`src/rtl/universal_register.sv`:
```
// ============================================================================
// Module      : universal_register
// Description : WIDTH-bit register with per-cycle hold/load/shift/rotate/
//               increment/decrement mode select and a counter wrap pulse.
// Revision    : 1.0 - initial release
// ============================================================================
`default_nettype none

module universal_register #(
    parameter int unsigned WIDTH     = 4,
    parameter int unsigned RESET_VAL = 0
) (
    input  logic             clk,
    input  logic             rst,
    input  logic [2:0]       mode,
    input  logic [WIDTH-1:0] d,
    input  logic             sin_lsb,
    input  logic             sin_msb,
    output logic [WIDTH-1:0] out,
    output logic             sout_msb,
    output logic             sout_lsb,
    output logic             zero,
    output logic             wrap
);

    localparam logic [WIDTH-1:0] c_RESET_VAL = WIDTH'(RESET_VAL);
    localparam logic [WIDTH-1:0] c_ONE       = WIDTH'(1);
    localparam logic [WIDTH-1:0] c_ALL_ONES  = '1;
    localparam logic [WIDTH-1:0] c_ALL_ZERO  = '0;

    localparam logic [2:0] c_MODE_HOLD = 3'b000;
    localparam logic [2:0] c_MODE_LOAD = 3'b001;
    localparam logic [2:0] c_MODE_SHL  = 3'b010;
    localparam logic [2:0] c_MODE_SHR  = 3'b011;
    localparam logic [2:0] c_MODE_ROL  = 3'b100;
    localparam logic [2:0] c_MODE_ROR  = 3'b101;
    localparam logic [2:0] c_MODE_INC  = 3'b110;
    localparam logic [2:0] c_MODE_DEC  = 3'b111;

    logic [WIDTH-1:0] w_next;
    logic             w_wrap;

    always_comb begin
        w_next = out;
        w_wrap = 1'b0;
        case (mode)
            c_MODE_HOLD: w_next = out;
            c_MODE_LOAD: w_next = d;
            c_MODE_SHL:  w_next = {out[WIDTH-2:0], sin_lsb};
            c_MODE_SHR:  w_next = {sin_msb, out[WIDTH-1:1]};
            c_MODE_ROL:  w_next = {out[WIDTH-2:0], out[WIDTH-1]};
            c_MODE_ROR:  w_next = {out[0], out[WIDTH-1:1]};
            c_MODE_INC: begin
                w_next = out + c_ONE;
                w_wrap = (out == c_ALL_ONES);
            end
            c_MODE_DEC: begin
                w_next = out - c_ONE;
                w_wrap = (out == c_ALL_ZERO);
            end
            default: begin
                w_next = out;
                w_wrap = 1'b0;
            end
        endcase
    end

    always_ff @(posedge clk or posedge rst) begin
        if (rst) begin
            out  <= c_RESET_VAL;
            wrap <= 1'b0;
        end else begin
            out  <= w_next;
            wrap <= w_wrap;
        end
    end

    assign sout_msb = out[WIDTH-1];
    assign sout_lsb = out[0];
    assign zero     = (out == c_ALL_ZERO);

endmodule

`default_nettype wire

```
`config.mk`:
```
export PLATFORM = sky130hd
export DESIGN_NAME = universal_register
export DESIGN_NICKNAME = d
export VERILOG_FILES = /design/src/rtl/universal_register.sv
export SDC_FILE = /design/constraint.sdc
export NUM_CORES = 1
export LEC_CHECK = 0
export BUFFER_PORTS_ARGS = -buffer_cell sky130_fd_sc_hd__buf_2
export CAP_MARGIN = 40
export CORE_AREA = 3 3 40 42
export DETAILED_ROUTE_END_ITERATION = 8
export DIE_AREA = 0 0 43 45
export GPL_TIMING_DRIVEN = 0
export MAX_ROUTING_LAYER = met4
export SYNTH_ARGS = -nofsm -noshare
export SYNTH_HDL_FRONTEND = slang
export SYNTH_SLANG_ARGS = --single-unit
export TNS_END_PERCENT = 1
```
`constraint.sdc`:
```
create_clock -name clk -period 3.2 [get_ports clk]
set_clock_uncertainty 0.2 [all_clocks]
set_input_delay 0.16 -clock clk [delete_from_list [all_inputs] [get_ports clk]]
set_output_delay 0.16 -clock clk [all_outputs]
set_load 0.02 [all_outputs]
```
=== After elaboration in Yosys (flattened, before gate mapping) ===
Index checks and enable logic that the tools add are counted.

* RAM bits: 0
* Input bits: 11
* Flip-flop bits (word level): 5
* Memories: 0
* Logic and storage cells: 16
* Memory bits (read-only): 0
* Latch bits: 0

* Reduce and logical (&&, ||, !) cells: 2
* $mul: 0
* $add $sub $neg: 2
* Div/mod/pow operators: 0
* Shift-type cells: 0
* Mux-type cells: 2
* Bitwise operators: 0
* Equality and inequality tests: 8
* $lt $le $gt $ge: 0

{| class="wikitable"
|+ Operator list
! cell !! number
|-
| $pmux W4 S7 || 1
|-
| $eq A3 B3 Y1 const B || 4
|-
| $eq A3 B2 Y1 const B || 2
|-
| $add A4 B1 Y4 const B || 1
|-
| $eq A4 B4 Y1 const B || 1
|-
| $logic_not A4 Y1 || 1
|-
| $sub A4 B1 Y4 const B || 1
|-
| $eq A3 B1 Y1 const B || 1
|-
| $logic_not A3 Y1 || 1
|-
| $pmux W1 S2 || 1
|}

=== Longest topological paths before layout ===
Gate-level depths: netlist of run 1.

* Depth after elaboration: 2
* Gate-level depth with buffers: 9
* Gate-level depth less buffers: 8

=== Least setup slack after synthesis of run 1 ===
OpenSTA, ideal clock, no wires.

* Kind: reg2reg
* Start point: reg out[1]
* End point: reg out[1]
* Setup time: 135 ps
* Buffers on the path: 1
* Data required time: 2,865 ps
* Path slack: 1,443 ps
* Cell stages (with the launch flop): 7
* Period minus slack after synthesis: 1,757 ps
* Arrival time: 1,423 ps
* Cells stage by stage: dfrtp_1 buf_2 xnor2_1 ha_1 a22o_1 o21ai_1 o211ai_1

* Cells in the longest elaborated chain, start to end: 2

{| class="wikitable"
|+ RTL lines
! what !! line !! source
|-
| start, declared || 19 || <nowiki>output logic [WIDTH-1:0] out,</nowiki>
|-
| start signal, assigned || 70 || <nowiki>out <= c_RESET_VAL;</nowiki>
|-
| start signal, assigned || 73 || <nowiki>out <= w_next;</nowiki>
|-
| $sub A4 B1 Y4 / $add A4 B1 Y4 (equally long branches) || 58, 54 ||
|-
| $pmux W4 S7 (*) || 46 || <nowiki>case (mode)</nowiki>
|}

Every way passes the cells marked *; elsewhere a longest branch is shown, timed or not.
A chain may end at the register's enable or synchronous reset.

=== Final worst setup path of run 1 ===
Same ends and word-level chain as after synthesis.

==> results of run 1 <==
-- logic make-up (layout without fill, tap and decap cells) --
| family | count (synthesis) | in the layout | synth area share |
|---|---|---|---|
| xor+xnor | 3 | 3 | 0.0522 |
| buf+inv | 8 | 30 | 0.0995 |
| flops | 5 | 5 | 0.249 |
| simple gates | 26 | 26 | 0.291 |
| mux | 2 | 2 | 0.0647 |
| fa+ha+maj | 1 | 1 | 0.0249 |
| compound gates | 17 | 17 | 0.219 |
-- worst reg2reg max path: cells and delay by family (launching register included) --
kind | cells | cell delay, ps
compound gates | 3 | 430
xor+xnor | 1 | 140
flops | 1 | 360
buf+inv | 1 | 170
fa+ha+maj | 1 | 300
-- power by group through the flow --
stage,clock network (µW),registers [µW],logic [µW]
after floorplan,0,104,102
after global placement,0,93.0,156
after detailed placement,0,92.8,158
after CTS,75.1,91.9,160
after global routing,76.3,95.0,176
final,72.4,91.7,159
-- per-layer routing --
metal / GRT usage / vias up / share of wire
met2: 0.213 / 23 / 0.44
met1: 0.172 / 229 / 0.47
met5: - / - / 0
met4: 0.0904 / 0 / 0.010
met3: 0.0239 / 2 / 0.079
li1: - / 263 / -
-- cells in the mapped netlist (all sizes together) --
cell type	n
o21ai	4
nand2	6
and3	1
or2	1
a21oi	5
a32oi	1
a22o	1
nand4	1
xor2	2
nand2b	4
a211oi	1
o311ai	1
nor2	3
ha	1
xnor2	1
a22oi	1
a2bb2oi	1
nand4b	1
nor2b	5
mux2i	1
dfrtp	5
inv	1
nand3b	1
buf	7
o211ai	2
mux4	1
nor4	1
and2	2
-- area by class of cell --
type | count | area (µm²)
fill | 138 | 637
multi-input combinational | 49 | 328
sequential | 5 | 125
timing repair buffer | 18 | 100
buffer | 7 | 46.3
clock buffer | 4 | 26.3
tap | 15 | 18.8
inverter | 1 | 3.75
-- sequential cells by signal, summed over array words and instances, names as in the netlist --
name	flops
wrap	1
out	4
-- per-stage QoR --
stage	total power, µW	utilization	setup WS, ps	area, µm²	hold WS, ps
floorplan	206	-	1440	503	-261
global placement	249	0.468	1390	602	-142
detailed placement	251	0.468	1390	602	-140
CTS	327	0.504	1460	648	43.3
global route	347	0.504	1370	648	77.3
finish	323	0.504	1470	648	55.6
-- final timing paths --
kind / cells after the start / endpoint
worst min-delay path: 3 / wrap
min in group asynchronous: 3 / wrap
worst min register to register: 3 / wrap
worst max register to register: 6 / out[1]
max in group asynchronous: 3 / out[2]
worst max-delay path: 6 / out[1]
-- timing repair --
item | in CTS | in global routing
buffers inserted | 0 | 0
endpoints found under the hold margin | 6 | 0
setup endpoints to repair | 0 | 0
hold buffers | 2 | 0
==> results.py, run 1 <==
metrics = {
    "place": {
        "hpwl_um": 890,
        "port_buffers": 16,
        "dpl.cell_count": 93,
        "gp_congestion": 0.837,
    },
    "timing": {
        "clock.fmax_mhz": 580,
        "min_period_ps": 1730,
        "setup_viol": 0,
        "hold_viol": 0,
        "slew_viol_final": 0,
        "slew_headroom": 0.774,
        "tightest_slew_ps": 340,
        "rsz0062_at_grt": "false",
        "finalSetupTns_ps": 0,
        "fin_crit_sh": 0.539,
    },
    "global_routing": {
        "grt_max_degree": 12,
        "antenna_found_initial": 0,
        "grt_first_pass_wirelength_um": 1960,
        "grt_pass1_vias": 464,
        "gr-total-overflow": 0,
        "gr-usage-all-layers": 0.140,
    },
    "logic_synthesis": {
        "ys.warnings.count": 0,
        "ys_seq_elements": 5,
        "synthesis.area_um2": 503,
        "yosys-top-cells-area": "dfrtp_1 25%, nor2b_1 6.2%, a21oi_1 5.0%, nand2b_1 5.0%, mux4_2 4.5%",
        "seq_area_frac_synth": 0.249,
        "yosysTopAreaCell": "dfrtp_1",
        "ys_types": 32,
        "synth_nets": 74,
        "synth.avg_cell_area_um2": 8.11,
        "yosysTopAreaCellShare": 0.249,
        "synthCells": 62,
    },
    "clocking": {
        "cts.path.max_buffers": 2,
        "cts_sinks": 5,
        "cts_resized": 0,
        "cts_buffers": 3,
        "path_clk_slew_ps": 50,
        "clk_latency_ps": 240,
        "cts_root_buf": "clkbuf_4",
        "h-tree-depth": 1,
        "cts_tree": "done",
    },
    "worst_setup_path": {
        "criticalPathCategory": "reg -> reg",
        "worstPathMaxFanout": 8,
        "crit_family": "compound AO/OA/AOI/OAI gates",
        "end_kind": "flop",
        "critPathBufInv": 1,
        "cpPeakStageDelay_ps": 360,
        "crit_path_cell_trace": "buf_2 > xnor2_1 > ha_1 > a22o_1 > o21ai_1 > o211ai_1",
        "startpoint": "out[1]",
        "rrSetupSlack_ps": 1470,
        "critPathRequiredTime_ps": 3110,
        "r2r-start": "out[1]",
        "startpoint_type": "flop",
        "worst_ep_arrival_time_ps": 1630,
        "cpMaxStageDelayCell": "dfrtp_1",
    },
    "power_and_ir_drop": {
        "p_int_uw": 194,
        "pwr-share-seq": 0.284,
        "ir_drop_uv": 215,
        "clkPwrFrac": 0.224,
        "p_comb_frac": 0.492,
        "power-per-cell-area_nw_per_um2": 498,
        "swShare": 0.400,
        "power_leakage_uw": 0.000300,
        "p_switching_uw": 129,
    },
    "floorplanning": {
        "die_x_um": 43,
        "die-area_um2": 1940,
        "die_h_um": 45,
        "ioPinCount": 19,
        "core_region_area_um2": 1280,
        "floorplan.initialDensity": 0.391,
        "row_count": 13,
    },
    "cells_and_area": {
        "finalNetCount": 97,
        "diodes": 0,
        "area_growth_pct": 28.9,
        "drive_above_1_share": 0.345,
        "layout_common_cells": "20 x buf_2, 6 x nand2_1, 5 x nor2b_1, 5 x a21oi_1, 5 x dfrtp_1",
        "fin_cells": 99,
        "final_common_cell": "buf_2",
    },
    "drt": {
        "via_count": 517,
        "dr.first_iter.drc_count": 7,
        "wirelength_um": 1200,
        "vias_per_cell": 5.22,
        "ant_nets": 0,
        "dr.pass1.iters": 4,
        "wl_per_cell_um": 12.1,
        "drc": 0,
    },
    "worst_hold_path": {
        "holdCritPathClass": "in -> reg",
        "worstHoldStart": "mode[2]",
    },
    "flow_run": {
        "max_cap_violations": 0,
    },
    "run_status": {
        "status": "completed",
    },
}
(Power assumes the default switching activity.)
==> inputs of run 2 (changes only) <==
Settings changed: ABC_AREA set to 1, PLACE_DENSITY set to 0.69.
Clock period 3.2 ns to 1.7 ns, I/O delays scaled along.
==> run 2 against run 1 <==
Hold slack got worse by 18 ps. Critical endpoint is now out[2]. Global-route usage grew 3.0 points. Critical path type unchanged. Final area is 16% higher. Combinational power is 87% higher. Critical path depth is 3 higher. Largest cell class unchanged.
==> results.py, run 2 <==
metrics = {
    "power_and_ir_drop": {
        "p_int_uw": 351,
        "power_leakage_uw": 0.000432,
        "swShare": 0.431,
        "ir_drop_uv": 626,
        "power-per-cell-area_nw_per_um2": 820,
        "clkPwrFrac": 0.222,
        "p_comb_frac": 0.484,
        "p_switching_uw": 266,
        "pwr-share-seq": 0.294,
    },
    "worst_setup_path": {
        "worst_ep_arrival_time_ps": 1580,
        "worstPathMaxFanout": 5,
        "cpPeakStageDelay_ps": 440,
        "reg2regPathDepth": 9,
        "criticalPathCategory": "reg -> reg",
        "critPathRequiredTime_ps": 1680,
        "crit_top_cell": "nand2_1",
        "crit_family": "flip-flops",
        "critPathBufInv": 1,
        "rrSetupSlack_ps": 100,
        "timing.rr.end": "out[2]",
        "cpMaxStageDelayCell": "dfrtp_2",
        "crit_path_cell_trace": "xor2_1 > inv_1 > ha_2 > o21bai_1 > nand2_1 > nand3_1 > nand2_1 > nand2_1 > nand2_1",
        "r2r-start": "out[1]",
        "startpoint_type": "flop",
        "end_kind": "flop",
    },
    "logic_synthesis": {
        "synth.most_common_cell": "nand2_1",
        "synthesis.area_um2": 564,
        "ys_async_sr_fraction": 1.00,
        "synth_nets": 107,
        "ys.warnings.count": 0,
        "yosysTopAreaCell": "nand2_1",
        "synthCells": 95,
        "synth_edf_count": 0,
        "ys_types": 20,
        "synth.avg_cell_area_um2": 5.94,
        "synthFlopType": "dfrtp_1",
        "ys_seq_elements": 5,
        "yosys-top-cells-area": "nand2_1 23%, dfrtp_1 22%, nand3_1 8.9%, inv_1 8.0%, nand4_1 7.8%",
        "synth_common_cells": "34 x nand2_1, 12 x inv_1, 10 x nand3_1",
        "seq_area_frac_synth": 0.222,
        "yosysTopAreaCellShare": 0.226,
    },
    "timing": {
        "min_period_ps": 1600,
        "clock.fmax_mhz": 625,
        "tightest_slew_ps": 287,
        "fin_crit_sh": 0.941,
        "slew_headroom": 0.808,
        "setup_viol": 0,
        "hold_viol": 0,
        "finalSetupTns_ps": 0,
        "slew_viol_final": 0,
        "rsz0062_at_grt": "false",
    },
    "cells_and_area": {
        "largest_reg_flops": 4,
        "largest-register": "out",
        "multi_input_area_um2": 369,
        "layout_common_cells": "34 x nand2_1, 17 x buf_2, 12 x inv_1",
        "register_area_um2": 126,
        "drive_above_1_share": 0.273,
        "num-fill-cells": 139,
        "diodes": 0,
        "finalNetCount": 134,
        "area_growth_pct": 33.3,
        "final_core_util": 0.585,
        "final_common_cell": "nand2_1",
        "reg.largest.list": "out x4, wrap x1",
    },
    "flow_run": {
        "max_cap_violations": 0,
    },
    "drt": {
        "ant_nets": 0,
        "via_count": 708,
        "vias_per_cell": 5.21,
        "dr.first_iter.drc_count": 33,
        "dr.pass1.iters": 4,
        "wl_per_cell_um": 11.9,
        "wirelength_um": 1620,
        "drc": 0,
    },
    "place": {
        "hpwl_um": 1140,
        "port_buffers": 16,
        "gp_congestion": 0.889,
    },
    "clocking": {
        "path_clk_slew_ps": 50,
        "cts.path.max_buffers": 2,
        "cts_buffers": 3,
        "clk_latency_ps": 250,
        "cts_tree": "done",
        "cts_root_buf": "clkbuf_4",
        "h-tree-depth": 1,
        "cts_sinks": 5,
    },
    "global_routing": {
        "grt_max_degree": 9,
        "antenna_found_initial": 0,
        "gr-usage-all-layers": 0.170,
        "grt_pass1_vias": 570,
        "grt_first_pass_wirelength_um": 2400,
        "gr-total-overflow": 0,
    },
    "floorplanning": {
        "ioPinCount": 19,
        "die_x_um": 43,
        "die_h_um": 45,
        "core_region_area_um2": 1280,
        "row_count": 13,
        "die-area_um2": 1940,
        "floorplan.initialDensity": 0.439,
    },
    "worst_hold_path": {
        "hold_depth": 5,
        "worstHoldStart": "d[1]",
        "min_to": "out[1]",
        "holdCritPathClass": "in -> reg",
    },
    "run_status": {
        "status": "completed",
    },
}
-- run 2: cell types whose count changed after synthesis, moves of 5 or more --
cell,previous run,this run
nand3_1,0,10
nand4_1,1,7
nand2_1,6,34
nor2b_1,5,0
inv_1,1,12
nor2_1,3,9
-- run 2: worst reg2reg max path, stage by stage (launching register included) --
cell and delay (ps):
dfrtp_2 440, xor2_1 170, inv_1 60, ha_2 170, o21bai_1 140, nand2_1 60
nand3_1 100, nand2_1 90, nand2_1 50, nand2_1 40
-- run 2: final cells by class --
type / count / area share
Timing Repair Buffer: 22 / 0.180
Clock buffer: 4 / 0.0349
Buffer: 4 / 0.0366
Multi-Input combinational cell: 73 / 0.491
Tap cell: 15 / 0.0250
Sequential cell: 5 / 0.168
Inverter: 13 / 0.0649
-- run 2: power groups by stage --
stage,Clock (µW),Sequential [µW],Combinational (µW)
detailed placement,0,182,265
finish,137,181,298
global placement,0,182,261
CTS,142,180,273
global route,151,185,335
floorplan,0,195,168
-- run 2: worst max-delay path by stage --
stage                 start  endpoint  slack (ps)  cells after the start
finish               out[1]    out[2]         100                      9
global route         out[1]    out[2]          10                      9
CTS                  out[1]    out[2]          60                      9
detailed placement  mode[2]    out[2]          80                     11
global placement    mode[2]    out[2]          90                     11
floorplan            out[1]    out[2]         130                      9
-- run 2: through the flow --
| step | hold slack (ps) | total power [µW] | cells | setup slack, ps | instance area, µm² |
|---|---|---|---|---|---|
| finish | 38.0 | 616 | 136 | 101 | 752 |
| global route | 44.3 | 671 | 136 | 11.6 | 752 |
| CTS | 32.0 | 595 | 134 | 63.0 | 729 |
| detailed placement | -214 | 447 | 126 | 81.9 | 663 |
| global placement | -222 | 443 | 126 | 88.2 | 663 |
| floorplan | -336 | 363 | 95 | 129 | 564 |
-- run 2: per-layer routing --
layer  GRT usage  part of all wire  up-vias
met2       0.257              0.48       42
li1            -                 -      359
met3      0.0478             0.095        4
met5           -                 0        -
met4      0.0361             0.021        0
met1       0.226              0.40      303
-- run 2: kinds of logic after synthesis --
group / share of synthesized area
AO/OA/AOI/OAI: 0.0732
XOR/XNOR: 0.0155
adder cells (fa/ha/maj): 0.0222
buffers and inverters: 0.135
flip-flops: 0.222
AND/OR/NAND/NOR: 0.532
-- run 2: timing repair --
action / in CTS / in global routing
hold endpoints to repair: 8 / 0
endpoints found under the setup margin: 0 / 1
hold buffers: 4 / 0
buffers inserted: 0 / 2
gates resized for setup: 0 / 3
